## config.mk

```make
export PLATFORM = sky130hd
export DESIGN_NAME = iter_divider
export DESIGN_NICKNAME = d
export VERILOG_FILES = /design/src/rtl/iter_divider.sv
export SDC_FILE = /design/constraint.sdc
export NUM_CORES = 1
export LEC_CHECK = 0
export ABC_CLOCK_PERIOD_IN_PS = 4100
export CAP_MARGIN = 20
export CELL_PAD_IN_SITES_DETAIL_PLACEMENT = 2
export CELL_PAD_IN_SITES_GLOBAL_PLACEMENT = 2
export CORE_MARGIN = 5
export CORE_UTILIZATION = 35
export CTS_BUF_LIST = sky130_fd_sc_hd__clkbuf_2 sky130_fd_sc_hd__clkbuf_4 sky130_fd_sc_hd__clkbuf_8
export CTS_CLUSTER_DIAMETER = 60
export DETAILED_ROUTE_END_ITERATION = 8
export PLACE_DENSITY = 0.89
export SYNTH_ARGS = -nofsm -noshare
export SYNTH_HDL_FRONTEND = slang
export SYNTH_SLANG_ARGS = --single-unit
```

## constraint.sdc

```tcl
create_clock -name clk -period 4.1 [get_ports clk]
set_clock_uncertainty 0.1 [all_clocks]
set_input_delay 0.82 -clock clk [delete_from_list [all_inputs] [get_ports clk]]
set_output_delay 0.82 -clock clk [all_outputs]
set_load 0.005 [all_outputs]
```

## src/rtl/iter_divider.sv

```systemverilog
// Iterative radix-2^R restoring divider/remainder unit (RISC-V DIV/DIVU/REM/REMU)
// with branch-tag flush and single-cycle divide-by-zero / signed-overflow results.

package iter_divider_pkg;
  localparam int unsigned BR_TAG_WIDTH = 4;

  typedef struct packed {
    logic                    sign;
    logic [BR_TAG_WIDTH-1:0] tag;
  } branch_tag_t;
endpackage

module iter_divider
  import iter_divider_pkg::*;
#(
  parameter int unsigned OPERAND_WIDTH  = 32,
  parameter int unsigned BITS_PER_CYCLE = 1,
  parameter int unsigned ID_WIDTH       = 6
) (
  input  logic                     clk,
  input  logic                     rst_n,
  input  logic                     req_valid,
  output logic                     req_ready,
  input  logic [1:0]               req_op,
  input  logic [OPERAND_WIDTH-1:0] req_a,
  input  logic [OPERAND_WIDTH-1:0] req_b,
  input  logic [ID_WIDTH-1:0]      req_id,
  input  branch_tag_t              req_br_tag,
  input  logic                     flush,
  input  branch_tag_t              flush_tag,
  output logic                     resp_valid,
  input  logic                     resp_ready,
  output logic [OPERAND_WIDTH-1:0] resp_data,
  output logic [ID_WIDTH-1:0]      resp_id,
  output branch_tag_t              resp_br_tag,
  output logic                     busy
);

  localparam int unsigned W     = OPERAND_WIDTH;
  localparam int unsigned R     = BITS_PER_CYCLE;
  localparam int unsigned N     = W / R;
  localparam int unsigned CNT_W = $clog2(N + 1);

  typedef enum logic [1:0] {
    S_IDLE,
    S_CALC,
    S_FIX,
    S_DONE
  } state_t;

  // Same-sign tags: flushed tag is an ancestor of ours; otherwise the reverse.
  function automatic logic tag_match(input branch_tag_t t, input branch_tag_t f);
    logic m;
    if (t.sign == f.sign) m = ((t.tag & f.tag) == f.tag);
    else                  m = ((t.tag & f.tag) == t.tag);
    return m;
  endfunction

  state_t             state_q, state_d;
  logic [1:0]         op_q, op_d;
  logic [ID_WIDTH-1:0] id_q, id_d;
  branch_tag_t        tag_q, tag_d;
  logic               sa_q, sa_d;
  logic               sb_q, sb_d;
  logic [W-1:0]       rem_q, rem_d;
  logic [W-1:0]       dvd_q, dvd_d;
  logic [W-1:0]       dsr_q, dsr_d;
  logic [CNT_W-1:0]   cnt_q, cnt_d;
  logic [W-1:0]       data_q, data_d;

  logic               accept;
  logic               kill_req;
  logic               kill_cur;
  logic               signed_op;
  logic               is_rem;
  logic               a_neg;
  logic               b_neg;
  logic [W-1:0]       a_mag;
  logic [W-1:0]       b_mag;
  logic               b_zero;
  logic               ovf;
  logic [W:0]         step_t;
  logic [W-1:0]       step_r;
  logic [W-1:0]       step_q;
  logic [W-1:0]       fix_quo;
  logic [W-1:0]       fix_rem;

  // Request decode: signs and magnitudes of the incoming operands.
  always_comb begin
    signed_op = ~req_op[0];
    is_rem    = req_op[1];
    a_neg     = signed_op & req_a[W-1];
    b_neg     = signed_op & req_b[W-1];
    a_mag     = a_neg ? (W'(0) - req_a) : req_a;
    b_mag     = b_neg ? (W'(0) - req_b) : req_b;
    b_zero    = (req_b == '0);
    ovf       = signed_op && (req_a == {1'b1, {(W-1){1'b0}}}) && (req_b == '1);
    accept    = req_valid && (state_q == S_IDLE);
    kill_req  = flush && tag_match(req_br_tag, flush_tag);
    kill_cur  = flush && tag_match(tag_q, flush_tag);
  end

  // R restoring steps; dvd shifts dividend bits out the top and quotient bits in the bottom.
  always_comb begin
    step_t = '0;
    step_r = rem_q;
    step_q = dvd_q;
    for (int unsigned i = 0; i < R; i++) begin
      step_t = {step_r, step_q[W-1]};
      step_q = {step_q[W-2:0], 1'b0};
      if (step_t >= {1'b0, dsr_q}) begin
        step_t    = step_t - {1'b0, dsr_q};
        step_q[0] = 1'b1;
      end
      step_r = step_t[W-1:0];
    end
  end

  // Sign correction; unsigned ops always carry clear sign flags.
  always_comb begin
    fix_quo = dvd_q;
    fix_rem = rem_q;
    if (!op_q[1] && (sa_q ^ sb_q)) fix_quo = W'(0) - dvd_q;
    if (op_q[1] && sa_q)           fix_rem = W'(0) - rem_q;
  end

  // Next-state and datapath update.
  always_comb begin
    state_d = state_q;
    op_d    = op_q;
    id_d    = id_q;
    tag_d   = tag_q;
    sa_d    = sa_q;
    sb_d    = sb_q;
    rem_d   = rem_q;
    dvd_d   = dvd_q;
    dsr_d   = dsr_q;
    cnt_d   = cnt_q;
    data_d  = data_q;

    case (state_q)
      S_IDLE: begin
        if (accept && !kill_req) begin
          op_d  = req_op;
          id_d  = req_id;
          tag_d = req_br_tag;
          sa_d  = a_neg;
          sb_d  = b_neg;
          if (b_zero) begin
            data_d  = is_rem ? req_a : '1;
            state_d = S_DONE;
          end else if (ovf) begin
            data_d  = is_rem ? '0 : req_a;
            state_d = S_DONE;
          end else begin
            rem_d   = '0;
            dvd_d   = a_mag;
            dsr_d   = b_mag;
            cnt_d   = CNT_W'(N);
            state_d = S_CALC;
          end
        end
      end
      S_CALC: begin
        rem_d = step_r;
        dvd_d = step_q;
        cnt_d = cnt_q - CNT_W'(1);
        if (cnt_q == CNT_W'(1)) state_d = S_FIX;
      end
      S_FIX: begin
        data_d  = op_q[1] ? fix_rem : fix_quo;
        state_d = S_DONE;
      end
      S_DONE: begin
        if (resp_ready) state_d = S_IDLE;
      end
      default: state_d = S_IDLE;
    endcase

    // A matching flush squashes the in-flight op, including a pending response.
    if (kill_cur && (state_q != S_IDLE)) state_d = S_IDLE;
  end

  always_ff @(posedge clk or negedge rst_n) begin
    if (!rst_n) begin
      state_q <= S_IDLE;
      op_q    <= '0;
      id_q    <= '0;
      tag_q   <= '0;
      sa_q    <= 1'b0;
      sb_q    <= 1'b0;
      rem_q   <= '0;
      dvd_q   <= '0;
      dsr_q   <= '0;
      cnt_q   <= '0;
      data_q  <= '0;
    end else begin
      state_q <= state_d;
      op_q    <= op_d;
      id_q    <= id_d;
      tag_q   <= tag_d;
      sa_q    <= sa_d;
      sb_q    <= sb_d;
      rem_q   <= rem_d;
      dvd_q   <= dvd_d;
      dsr_q   <= dsr_d;
      cnt_q   <= cnt_d;
      data_q  <= data_d;
    end
  end

  assign req_ready   = (state_q == S_IDLE);
  assign busy        = (state_q != S_IDLE);
  assign resp_valid  = (state_q == S_DONE);
  assign resp_data   = data_q;
  assign resp_id     = id_q;
  assign resp_br_tag = tag_q;

endmodule

```

# ---- Word level (Yosys, flattened, before mapping)
# Index checks and enable logic that the tools add are counted.
dict set report word_totals {
  word_cells 101
  mem_bits_rw 0
  memories 0
  out_inout_bits 46
  rom_bits 0
  in_bits 87
  latch_bits 0
  reg_bits 151
}
dict set report op_classes {
  n_reduce_logical 21
  n_eq_ne 19
  n_addsub 6
  mul 0
  n_div 0
  magnitude_cmp 1
  n_bitwise 8
  muxes 34
  n_shift 0
}
# op n
set op_table {}
lappend op_table {{$mux 32} 17}
lappend op_table {{$pmux 32 s2} 3}
lappend op_table {{$sub 1x32->32 const A} 4}
lappend op_table {{$eq 32x32->1 const B} 2}
lappend op_table {{$ge 33x32->1} 1}
lappend op_table {{$logic_not 32->1} 1}
lappend op_table {{$sub 32x32->32} 1}
lappend op_table {{$mux 6} 3}
lappend op_table {{$eq 4x4->1} 4}
lappend op_table {{$mux 2} 6}
lappend op_table {{$pmux 6 s2} 1}
lappend op_table {{$logic_and 1x1->1} 9}
lappend op_table {{$ne 3x1->1 const B} 3}
lappend op_table {{$and 4x4->4} 2}
lappend op_table {{$pmux 2 s4} 1}
lappend op_table {{$reduce_and 4->1} 2}
lappend op_table {{$eq 6x1->1 const B} 1}
lappend op_table {{$reduce_and 3->1} 2}
lappend op_table {{$reduce_bool 2->1} 3}
lappend op_table {{$sub 6x1->6 const B} 1}
lappend op_table {{$eq 2x2->1 const B} 2}
lappend op_table {{$ne 2x2->1 const B} 2}
lappend op_table {{$mux 1} 3}
lappend op_table {{$ne 3x3->1 const B} 1}
lappend op_table {{other kinds (9)} 14}

# ---- Longest topological paths before layout
dict set report logic_depth {
  ltp_word 9
  mapped_depth 13
  ltp_nobuf 13
}

# ---- Worst setup path before layout
# No wires, ideal clock.
dict set report synth_timing {
  path_kind {input-to-reg}
  startpoint {input req_a[0]}
  endpoint {register dvd_q[30]}
  arrival_ps 3026
  t_required_ps 3874
  slack_ps 848
  path_buffers 2
  path_stages 11
  setup_ps 126
  cell_sequence {inv_1 ha_1 nor2b_1 nand4_2 or4_4 o21ai_4 o21ai_2 and2_1 buf_6 buf_6 a221o_1}
}
dict set report synth_via {
  elab_chain_len 6
  word_cells_on_any_way 11
  classes_between {add/sub: 1; eq/ne: 2; mux: 5; reduce/logical: 3}
}
# element line
set synth_rtl {}
lappend synth_rtl {{from (decl)} 25} ;# input logic [OPERAND_WIDTH-1:0] req_a,
lappend synth_rtl {{$sub 1x32->32} 94} ;# a_mag = a_neg ? (W'(0) - req_a) : req_a;
lappend synth_rtl {{$mux 32} 94}
lappend synth_rtl {{$mux 32} 152} ;# end else if (ovf) begin
lappend synth_rtl {{$mux 32} 149} ;# if (b_zero) begin
lappend synth_rtl {{$mux 32} 143} ;# if (accept && !kill_req) begin
lappend synth_rtl {{$pmux 32 s2} 141} ;# case (state_q)
lappend synth_rtl {{to (signal assigned)} 205} ;# dvd_q <= dvd_d;
lappend synth_rtl {{to (decl)} 66} ;# logic [W-1:0] dvd_q, dvd_d;
# Parallel ways exist; a longest one is shown, timed or not. The select of a mux whose other input is x is not followed.
# A chain may end at the register's enable or synchronous reset.

# ---- Final worst setup path
dict set report layout_timing {
  startpoint {register rem_q[13]}
  endpoint {register rem_q[27]}
}
dict set report layout_via {
  elab_chain_len 3
  word_cells_on_any_way 4
  classes_between {add/sub: 1; order compare: 1; mux: 2}
}
# element line
set layout_rtl {}
lappend layout_rtl {{from (decl)} 65} ;# logic [W-1:0] rem_q, rem_d;
lappend layout_rtl {{from (signal assigned)} 204} ;# rem_q <= rem_d;
lappend layout_rtl {{$sub 32x32->32 or $ge 33x32->1 (tied branches)} {112, 111}}
lappend layout_rtl {{$mux 32 (*)} 111} ;# if (step_t >= {1'b0, dsr_q}) begin
lappend layout_rtl {{$pmux 32 s2 (*)} 141}
# Mark *: on every way between the ends. The rest lies on a longest branch, timed or not.

==> flow_metrics.tcl <==
set metrics [dict create \
    fp.coreArea_um2 32540 \
    post_cts_resized 0 \
    syn_nets 1512 \
    drv_cap 0 \
    post-route-min-period_ps 3791 \
    timing.slew.headroom 0.4734 \
    synthTopCellsByArea "dfrtp_1 33%, xnor2_1 6.5%, xor2_1 5.1%, ha_1 4.7%, nand2_1 4.3%" \
    syn_inst 1381 \
    portBuffers 132 \
    grt_pass1_wl_um 75180 \
    row_count 66 \
    grt_overflow 0 \
    dpl_cell_area_um2 13580 \
    rsz0062_at_grt "no" \
    ys.flop_type "dfrtp_1" \
    drive_gt1_frac 0.08366 \
    die_x_um 191.5 \
    avgSynthCellArea_um2 8.348 \
    viasPerCell 5.918 \
    start_kind "flop" \
    seqCellArea_um2 3754 \
    ff2ff_setup_slack_ps 310 \
    final_cell_area_um2 13990 \
    fin_crit_sh 0.9247 \
    dp_hpwl_um 34700 \
    grt_usage 0.2594 \
    hold_violations 0 \
    tightest_slew_ps 782.7 \
    yosys_warnings 0 \
    worst_ir_drop_vdd_mv 0.3201 \
    syn2layout_area_growth_pct 21.37 \
    dr.pass1.iters 5 \
    yosysTopAreaCellShare 0.3256 \
    reg2reg_to "rem_q[27]" \
    synthDistinctLibCells 76 \
    crit_path_end_kind "flop" \
    cts.path.max_buffers 2 \
    arrival_ps 4050 \
    wirelength_um 46980 \
    cts_buffers 17 \
    antenna_found_initial 0 \
    die_y_um 191.5 \
    worstRegToRegCells 11 \
    final_cell_count_no_fill 1960 \
    drtAntennaViolNets 0 \
    clk_latency_ps 510 \
    vias 11600 \
    cts.sinks 150 \
    worst_ep_required_time_ps 4360 \
    hold_ws_ps 180.4 \
    synth-seq-cells 150 \
    syn_area_um2 11530 \
    hold_buffers 0 \
    gp_congestion 0.8663 \
    clk_pin_slew_ps 90 \
    cts_tree "done" \
    nFillCells 3650 \
    drcViolationCount 0 \
    cpPeakStageDelay_ps 500 \
    fmax_ghz 0.2638 \
    crit_type "reg2reg" \
    post_cts_buffers 0 \
    grt_max_degree 65 \
    leakage_uw 0.005976 \
    seq_area_frac_synth 0.3256 \
    cp_slowest_cell "dfrtp_1" \
    worstPathMaxFanout 33 \
    grt_pass1_vias 12870 \
    yosysTopAreaCell "dfrtp_1" \
    layout.nets 1636 \
    io_pins 133 \
    final-setup-viol-count 0 \
    powerDensity_nw_per_um2 658.9 \
    h-tree-depth 4 \
    hp-class "in2async" \
    drt_iter0_drc 640 \
    crit_chain "ha_1 > a21oi_1 > o21ai_1 > a211oi_1 > nand3_1 > nor3_1 > nor2_1 > a31oi_4 > buf_12 > nand2b_1 > o221ai_1" \
    floorplan.initialDensity 0.3543 \
    status "finished, final reports clean" \
    synth_edf_count 0 \
    wire_per_inst_um 23.97 \
    synth-async-reset-ratio 1.000 \
    antennaDiodeCount 0 \
    dp.cells 1928 \
    r2r_start "rem_q[13]" \
    root_buffer "clkbuf_8" \
    die-area_um2 36670 \
    multi_input_area_um2 7183 \
    slew_violations 0 \
]
## worst max-delay path by stage
stage | startpoint | endpoint | depth (start not counted)
floorplan | req_a[0] | dvd_q[30] | 11
global placement | req_a[0] | rem_q[26] | 12
detailed placement | req_a[0] | resp_data[25] | 14
CTS | rem_q[13] | rem_q[27] | 11
global route | req_a[0] | resp_data[27] | 14
finish | rem_q[13] | rem_q[27] | 11
## stage by stage
stage	TNS (ps)	utilization	setup slack [ps]	total power (µW)
2_1_floorplan	0	-	847.6	5681
4_1_cts	0	0.4300	323.8	9216
6_report	0	0.4300	308.7	9219
3_3_place_gp	0	0.4174	172.2	7328
5_1_grt	0	0.4300	144.3	9776
3_5_place_dp	-579.2	0.4174	-70.73	7748
## flip-flops by register name (all words and copies together), names as in the netlist
signal,flops
resp_id,6
state_q,2
sa_q,1
dvd_q,32
resp_br_tag,5
resp_data,32
cnt_q,6
rem_q,32
dsr_q,32
sb_q,1
op_q,1
## cell families after synthesis
kind of cell,share of synthesized area
AOI/OAI and AO/OA,0.2499
and+or+nand+nor,0.1709
xor gates and xnor gates,0.1155
buffers and inverters,0.05329
DFF,0.3256
adders and majority gates,0.04841
muxes,0.03636
## metal layers
| metal | global-route usage | wire length [µm] |
|---|---|---|
| met3 | 0.03652 | 1845 |
| met1 | 0.3333 | 20460 |
| met2 | 0.4495 | 23470 |
| met5 | 0 | 0 |
| met4 | 0.08425 | 1197 |
## report_power, final
group          leakage, µW  total, µW  switching [µW]  internal, µW
clock             0.000209       1280             658           621
combinational      0.00393       5290            3110          2180
sequential         0.00183       2650             596          2060
## placed cells by master, fill, tap and decap left out, types with 14 or more instances in the layout
master	instances
dfrtp_1	150
nand2_1	132
a21oi_1	96
buf_4	47
clkdlybuf4s50_1	131
or4_1	15
clkbuf_8	18
o211ai_1	37
nor2_1	124
nand3_1	20
o21ai_1	15
nand2b_1	17
mux2i_1	25
xor2_1	67
or3_1	14
xnor2_1	85
inv_1	67
o41ai_1	15
nor3_1	22
o21a_1	19
o21ai_0	99
a221o_1	24
a31oi_1	20
a21o_1	18
nand4_1	16
ha_1	43
o31ai_1	27
mux2_2	15
## cells in the mapped netlist, drive strengths merged, types with 21 or more instances
cell / instances
dfrtp: 150
nand2: 133
nor2: 124
o21ai: 116
a21oi: 96
xnor2: 85
inv: 68
xor2: 67
clkbuf: 56
ha: 43
o211ai: 37
o31ai: 28
buf: 26
mux2i: 25
a221o: 24
nor3: 23
a31oi: 21
## critical path, delay by kind of cell (launching register included)
family,cells,cell delay (ps)
flops,1,500
compound gates,5,1230
fa+ha+maj,1,460
buf+inv,1,250
simple gates,4,1090
## area by class of cell
cell class	count	area share
multi-input combinational	1081	0.5134
sequential	150	0.2683
timing repair buffer	187	0.1312
clock buffer	19	0.01824
inverter	68	0.01824
clock inverter	13	0.01118
tap	442	0.03952
Note: power is estimated with default switching activity, not from simulation.
